**config.mk**
```make
export PLATFORM = sky130hd
export DESIGN_NAME = div_eight_seq
export DESIGN_NICKNAME = d
export VERILOG_FILES = /design/src/rtl/div_eight_seq_pkg.sv /design/src/rtl/div_eight_seq_sub.sv /design/src/rtl/div_eight_seq.sv
export SDC_FILE = /design/constraint.sdc
export NUM_CORES = 1
export LEC_CHECK = 0
export ABC_AREA = 1
export BUFFER_PORTS_ARGS = -buffer_cell sky130_fd_sc_hd__buf_2
export CELL_PAD_IN_SITES_DETAIL_PLACEMENT = 0
export CELL_PAD_IN_SITES_GLOBAL_PLACEMENT = 1
export CORE_MARGIN = 5
export CORE_UTILIZATION = 37
export CTS_CLUSTER_SIZE = 8
export DETAILED_ROUTE_END_ITERATION = 12
export PLACE_DENSITY = 0.74
export SLEW_MARGIN = 15
export SYNTH_ARGS = -nofsm -noshare
export SYNTH_HDL_FRONTEND = slang
export SYNTH_SLANG_ARGS = --single-unit
```
**constraint.sdc**
```tcl
create_clock -name clk -period 1.8 [get_ports clk]
set_input_delay 0.09 -clock clk [delete_from_list [all_inputs] [get_ports clk]]
set_output_delay 0.09 -clock clk [all_outputs]
set_load 0.01 [all_outputs]
```
**src/rtl/div_eight_seq_pkg.sv**
```systemverilog
// Shared state encodings and iteration count for the sequential 8-bit divider.
`ifndef DIV_EIGHT_SEQ_PKG_SV
`define DIV_EIGHT_SEQ_PKG_SV
package div_eight_seq_pkg;

  typedef enum logic [1:0] {
    IDLE = 2'd0,
    RUN  = 2'd1,
    DONE = 2'd2
  } state_t;

  localparam int ITERATIONS = 8;

endpackage
`endif

```
**src/rtl/div_eight_seq_sub.sv**
```systemverilog
// 8-bit subtractor with borrow out; the divider's only arithmetic block.
module subEight (
  input  logic [7:0] a,
  input  logic [7:0] b,
  input  logic       enable,
  output logic [7:0] diff,
  output logic       bOut
);

  logic [8:0] wide;

  // A negative 9-bit result leaves bit 8 set, which is exactly the borrow.
  assign wide = enable ? ({1'b0, a} - {1'b0, b}) : 9'd0;
  assign diff = wide[7:0];
  assign bOut = wide[8];

endmodule

```
**src/rtl/div_eight_seq.sv**
```systemverilog
// Sequential restoring divider: one quotient bit per clock, MSB first.
module div_eight_seq
  import div_eight_seq_pkg::*;
(
  input  logic       clk,
  input  logic       rst,
  input  logic       start,
  input  logic [7:0] dIn0,
  input  logic [7:0] dIn1,
  output logic       busy,
  output logic       done,
  output logic [7:0] quotient,
  output logic [7:0] remainder,
  output logic       divZero
);

  state_t     state, next_state;
  logic [2:0] count;
  logic [7:0] dividend, divisor, partial, quot_shift;
  logic [7:0] shifted, diff, new_partial;
  logic [7:0] new_quot;
  logic       carry9, b_out, take;
  logic       last_iter;

  // The bit pushed out of partial[7] makes the shifted value 9 bits wide.
  assign carry9      = partial[7];
  assign shifted     = {partial[6:0], dividend[7]};
  assign take        = carry9 | ~b_out;
  assign new_partial = take ? diff : shifted;
  assign new_quot    = {quot_shift[6:0], take};
  assign last_iter   = (count == 3'(ITERATIONS - 1));

  subEight u_sub (
    .a      (shifted),
    .b      (divisor),
    .enable (1'b1),
    .diff   (diff),
    .bOut   (b_out)
  );

  always_ff @(posedge clk) begin
    if (rst) state <= IDLE;
    else     state <= next_state;
  end

  always_comb begin
    next_state = state;
    busy       = 1'b0;
    done       = 1'b0;
    case (state)
      IDLE: if (start) next_state = (dIn1 == 8'd0) ? DONE : RUN;
      RUN: begin
        busy = 1'b1;
        if (last_iter) next_state = DONE;
      end
      DONE: begin
        done       = 1'b1;
        next_state = IDLE;
      end
      default: next_state = IDLE;
    endcase
  end

  always_ff @(posedge clk) begin
    if (rst) begin
      count      <= 3'd0;
      dividend   <= 8'd0;
      divisor    <= 8'd0;
      partial    <= 8'd0;
      quot_shift <= 8'd0;
      quotient   <= 8'd0;
      remainder  <= 8'd0;
      divZero    <= 1'b0;
    end else begin
      case (state)
        IDLE: begin
          if (start) begin
            dividend   <= dIn0;
            divisor    <= dIn1;
            partial    <= 8'd0;
            quot_shift <= 8'd0;
            count      <= 3'd0;
            // A zero divisor skips RUN, so its results are loaded right away.
            if (dIn1 == 8'd0) begin
              quotient  <= 8'hFF;
              remainder <= dIn0;
              divZero   <= 1'b1;
            end else begin
              quotient  <= 8'd0;
              remainder <= 8'd0;
              divZero   <= 1'b0;
            end
          end
        end
        RUN: begin
          dividend   <= {dividend[6:0], 1'b0};
          partial    <= new_partial;
          quot_shift <= new_quot;
          count      <= count + 3'd1;
          if (last_iter) begin
            quotient  <= new_quot;
            remainder <= new_partial;
            count     <= 3'd0;
          end
        end
        default: ;
      endcase
    end
  end

endmodule

```
## Word-level counts from Yosys, hierarchy flattened

Index checks and enable logic that the tools add are counted.

- Bitwise operators: 2
- Reduce and logical (&&, ||, !) cells: 7
- $add $sub $neg: 2
- Multiplexer cells: 24
- Equal/unequal tests: 5

Operators by type and width:

| operator | number |
|---|---|
| 8-bit 2-to-1 mux | 9 |
| 8-bit one-hot mux with 2 select lines | 4 |
| 7-bit one-hot mux with 2 select lines | 1 |
| 8-bit by 8-bit subtractor with 9-bit output | 1 |
| 8-bit zero test | 1 |
| 2-bit 2-to-1 mux | 3 |
| 3-bit 2-to-1 mux | 2 |
| 3-bit one-hot mux with 2 select lines | 1 |
| 2-bit AND reduction | 3 |
| 2-bit != test (second input constant) | 2 |
| 2-bit one-hot mux with 2 select lines | 1 |
| 3-bit by 1-bit adder with 3-bit output (second input constant) | 1 |
| 3-bit equality test (second input constant) | 1 |
| 1-bit 2-to-1 mux | 3 |
| 3-bit AND reduction | 1 |
| 2-bit by 1-bit equality test with 1-bit output (second input constant) | 1 |
| 2-bit equality test (second input constant) | 1 |
| 2-bit zero test | 1 |
| 2-bit nonzero test | 1 |
| 1-bit inverter | 1 |
| 1-bit OR | 1 |

- Register bits: 53
- Input bits: 19
- Output and inout bits: 19
- Word-level logic and storage cells: 49

## Longest topological paths before layout

- Word-level depth: 6
- Gate-level depth with buffers: 13
- Depth with buffers taken out: 13

## By module

From an unflattened synthesis, not the netlist that was laid out.

- Cell total of the unflattened synthesis: 412
- Area, all modules: 2860.2 sq um

By module, submodules not included:

| module | times used | sequential area each (sq um) | area each (sq um) | cells an instance |
|---|---|---|---|---|
| div_eight_seq | 1 | 1061.0 | 2441.1 | 336 |
| subEight | 1 | 0.0 | 419.2 | 76 |

## Least setup slack after synthesis

OpenSTA, ideal clock, no wires.

- Path type: reg-to-reg
- Start point: register dividend[7]
- End point: register partial[7]
- Data arrival time: 1599 ps
- Stages on the path, launching flop included: 13
- Buffers on the path: 0
- Setup time: 132 ps
- Required time: 1668 ps
- Path slack: 69 ps
- Clock period less this slack: 1731 ps
- Path through: dfxtp_1 > inv_1 > ha_1 > inv_1 > fa_1 > nand2_1 > nand2_1 > nand3_4 > nand3_4 > nand2_4 > nand2_1 > nand2_1 > a21oi_1

- Longest elaborated chain between the ends: 5

Ends and longest elaborated chain:

| item | line | source |
|---|---|---|
| start: declaration | div_eight_seq.sv:19 | `logic [7:0] dividend, divisor, partial, quot_shift;` |
| start signal: assignment | div_eight_seq.sv:78 | `dividend <= dIn0;` |
| start signal: assignment | div_eight_seq.sv:96 | `dividend <= {dividend[6:0], 1'b0};` |
| 8-bit by 8-bit subtractor with 9-bit output * | div_eight_seq_sub.sv:13 | `assign wide = enable ? ({1'b0, a} - {1'b0, b}) : 9'd0;` |
| 1-bit inverter | div_eight_seq.sv:28 | `assign take = carry9 \| ~b_out;` |
| 1-bit OR | div_eight_seq.sv:28 |  |
| 8-bit 2-to-1 mux * | div_eight_seq.sv:29 | `assign new_partial = take ? diff : shifted;` |
| 8-bit one-hot mux with 2 select lines * | div_eight_seq.sv:75 | `case (state)` |
| end signal: assignment | div_eight_seq.sv:97 | `partial <= new_partial;` |
| end: declaration | div_eight_seq.sv:19 |  |

Every way passes the cells marked *; elsewhere a longest branch is shown, timed or not.
A chain may end at the register's enable or synchronous reset.

## Worst setup path in the final report

- Start point: register dividend[7]
- End point: register partial[5]

The elaborated chain is that of the path after synthesis.

==> metrics.cfg <==
[synth]
netlist_instances = 352
yosysUniqueCellTypes = 29
synth_nets = 382
synth_top_cells_by_area = dfxtp_1, nand2_1, a21oi_1
synth_top_area_share = 0.402
ys_warn_count = 0
synth-seq-cells = 53
yosysSeqAreaShare = 0.402
avgSynthCellArea_um2 = 7.50
synth.largest_area_cell = dfxtp_1
synth_area_mm2 = 0.00264

[floorplanning]
die_area_mm2 = 0.00893
initial_utilization = 0.385
die_h_um = 94.5
pin_count = 38
coreArea_mm2 = 0.00687
rows = 30
die_x_um = 94.5

[placed_design]
dp_cells = 485
io_buffers = 37
gp_congestion = 0.783
post_dp_cell_area_mm2 = 0.00297
dpl.hpwl_um = 4760

[power]
ir_worst_vdd_mv = 0.459
report.power.total_w = 0.00322
power_density_mw_per_mm2 = 997
p_leak_nw = 1.45

[run_status]
status = complete, but fails checks
violations = setup timing

[route]
wirelength_um = 6660
first_pass_iters = 5
wl_per_cell_um = 13.4
route.detailed.drc = 0
routed-via-count = 2425
via_per_inst = 4.88
final_antenna_net_count = 0
drtIter0Drc = 126

[clock_tree]
numClockSinks = 53
ctsHoldBuffers = 0
cts-htree-levels = 2
clk_pin_slew_ns = 0.11
clock_path_buffers = 2
clockRootBuffer = clkbuf_8
cts_tree = done
numCtsBuffers = 5
clk_latency_ns = 0.32

[final_layout]
fin_nets = 430
n_antenna_cell = 0
design_area_mm2 = 0.00322
drive_gt1_frac = 0.279
syn_to_final_growth_pct = 22.1
n_fill_cell = 709
final_cells = 497

[worst_hold_path]
hp-start = dIn0[0]
hp-class = in2reg

[critical_path]
worstSetupPathType = reg2reg
endpoint_kind = register
cp-start-kind = register
rr_startpoint = dividend[7]$_SDFFE_PP0P_
cp_max_fo = 8
startpoint = dividend[7]$_SDFFE_PP0P_
critPathRequiredTime_ns = 2.05
arrival_ns = 2.05

[timing]
finalWorstSetupSlack_ns = -0.00527
setup_viol = 1
slew_headroom = 0.743
min_period_ns = 1.81
hold_viol = 0
tightest_slew_ns = 0.386
fmax_mhz = 554
finClkSkew_ns = 0.0160
grt_setup_unrepaired = true
slew_viol_final = 0
post-route-period-util = 1.00

[grt]
grt_max_degree = 28
track_usage = 0.158
antenna_found_initial = 0
globalRouteOverflowTotal = 0
grt_pass1_wl_um = 11200
grt_pass1_vias = 2383

[job]
drv_cap = 0

==> per-layer routing <==
layer,global-route usage,vias to the layer above,wire [um]
met5,0,-,0
met4,0.0385,0,65
met3,0.0343,6,274
met2,0.275,47,3290
met1,0.198,1128,3030
li1,-,1244,-
==> path summary, 6_finish.rpt <==
check,to,slack (ns),cells after the start
max reg2reg,partial[5]$_SDFFE_PP0P_,-0.005,11
min reg2reg,count[0]$_SDFFE_PP0P_,0.46,1
min,dividend[0]$_SDFFE_PP0P_,0.03,3
max,partial[5]$_SDFFE_PP0P_,-0.005,11
==> cells by family after synthesis <==
| kind of cell | count (synthesis) | synth area share |
|---|---|---|
| AOI/OAI and AO/OA | 84 | 0.181 |
| xor gates and xnor gates | 2 | 0.00663 |
| adders and majority gates | 11 | 0.0550 |
| buffers and inverters | 60 | 0.0985 |
| DFF | 53 | 0.402 |
| and+or+nand+nor | 142 | 0.257 |
==> registers in the layout, indices dropped and copies added, names as in the netlist <==
register,count
dividend,8
divZero,1
quot_shift,7
count,3
state,2
divisor,8
remainder,8
quotient,8
partial,8
==> what timing repair did <==
| item | CTS | global route |
|---|---|---|
| resized for setup | 5 | 30 |
| pin swaps | 5 | 11 |
| endpoints found under the setup margin | 18 | 18 |
| setup buffers | 3 | 1 |
==> power by group <==
part	switching (W)	internal [W]	total (W)
Sequential	0.0000611	0.00127	0.00133
Combinational	0.000721	0.000451	0.00117
Clock	0.000429	0.000284	0.000713
Total	0.00121	0.00200	0.00322
==> worst max-delay path: stages (launching register included) <==
cell	delay, ns
dfxtp_2	0.34
inv_2	0.07
ha_4	0.13
inv_2	0.04
fa_2	0.39
nand2_2	0.10
nand2_4	0.07
nand3_4	0.09
nand3_4	0.17
nand3_2	0.12
nand3_2	0.09
a21oi_1	0.13
==> layout make-up <==
| type | count | area [um2] | share of cell area |
|---|---|---|---|
| well taps | 96 | 120 | 0.0373 |
| repair buffers | 54 | 317 | 0.0982 |
| clock buffers | 5 | 68.8 | 0.0213 |
| multi-input cells | 239 | 1450 | 0.449 |
| inverters | 47 | 181 | 0.0563 |
| clock inverters | 3 | 26.3 | 0.00815 |
| flip-flops and latches | 53 | 1060 | 0.329 |
==> cells in the final DEF, fill, tap and decap left out, types with 8 or more instances in the layout <==
master	synthesis	final
dfxtp_1	53	52
nand4_1	8	8
buf_4	3	16
a21oi_2	0	9
buf_2	3	37
ha_1	10	9
o21ai_0	19	19
nand3_1	16	8
a31oi_1	15	15
a21oi_1	38	29
inv_1	41	39
nand2_2	2	9
nand2_1	89	81
nor2_1	18	18
==> stage by stage <==
step / TNS (ns) / setup slack, ns / hold WS, ns / util
2_1_floorplan: 0 / 0.0692 / 0.225 / -
3_3_place_gp: -0.233 / -0.0505 / 0.373 / 0.432
3_5_place_dp: -0.968 / -0.104 / 0.368 / 0.432
4_1_cts: 0 / 0.00434 / 0.0241 / 0.452
5_1_grt: -1.50 / -0.102 / 0.0236 / 0.469
6_report: -0.00527 / -0.00527 / 0.0334 / 0.469
==> synth_stat cells <==
master    number
nand3_1       16
buf_6          2
fa_1           1
o21ai_2        1
inv_6          1
nand3_4        2
nand4_1        8
clkbuf_1       5
buf_4          3
ha_1          10
o211ai_1       5
a21oi_4        1
inv_1         41
xor2_1         2
a31oi_1       15
buf_2          3
nand2_1       89
a21oi_1       38
inv_2          4
nand2_2        2
o21ai_1        4
o21ai_4        1
o21ai_0       19
clkinv_1       1
nor2_2         1
nand2_4        3
nor2_1        18
dfxtp_1       53
nor2_8         3
Note: power is estimated with default switching activity, not from simulation.
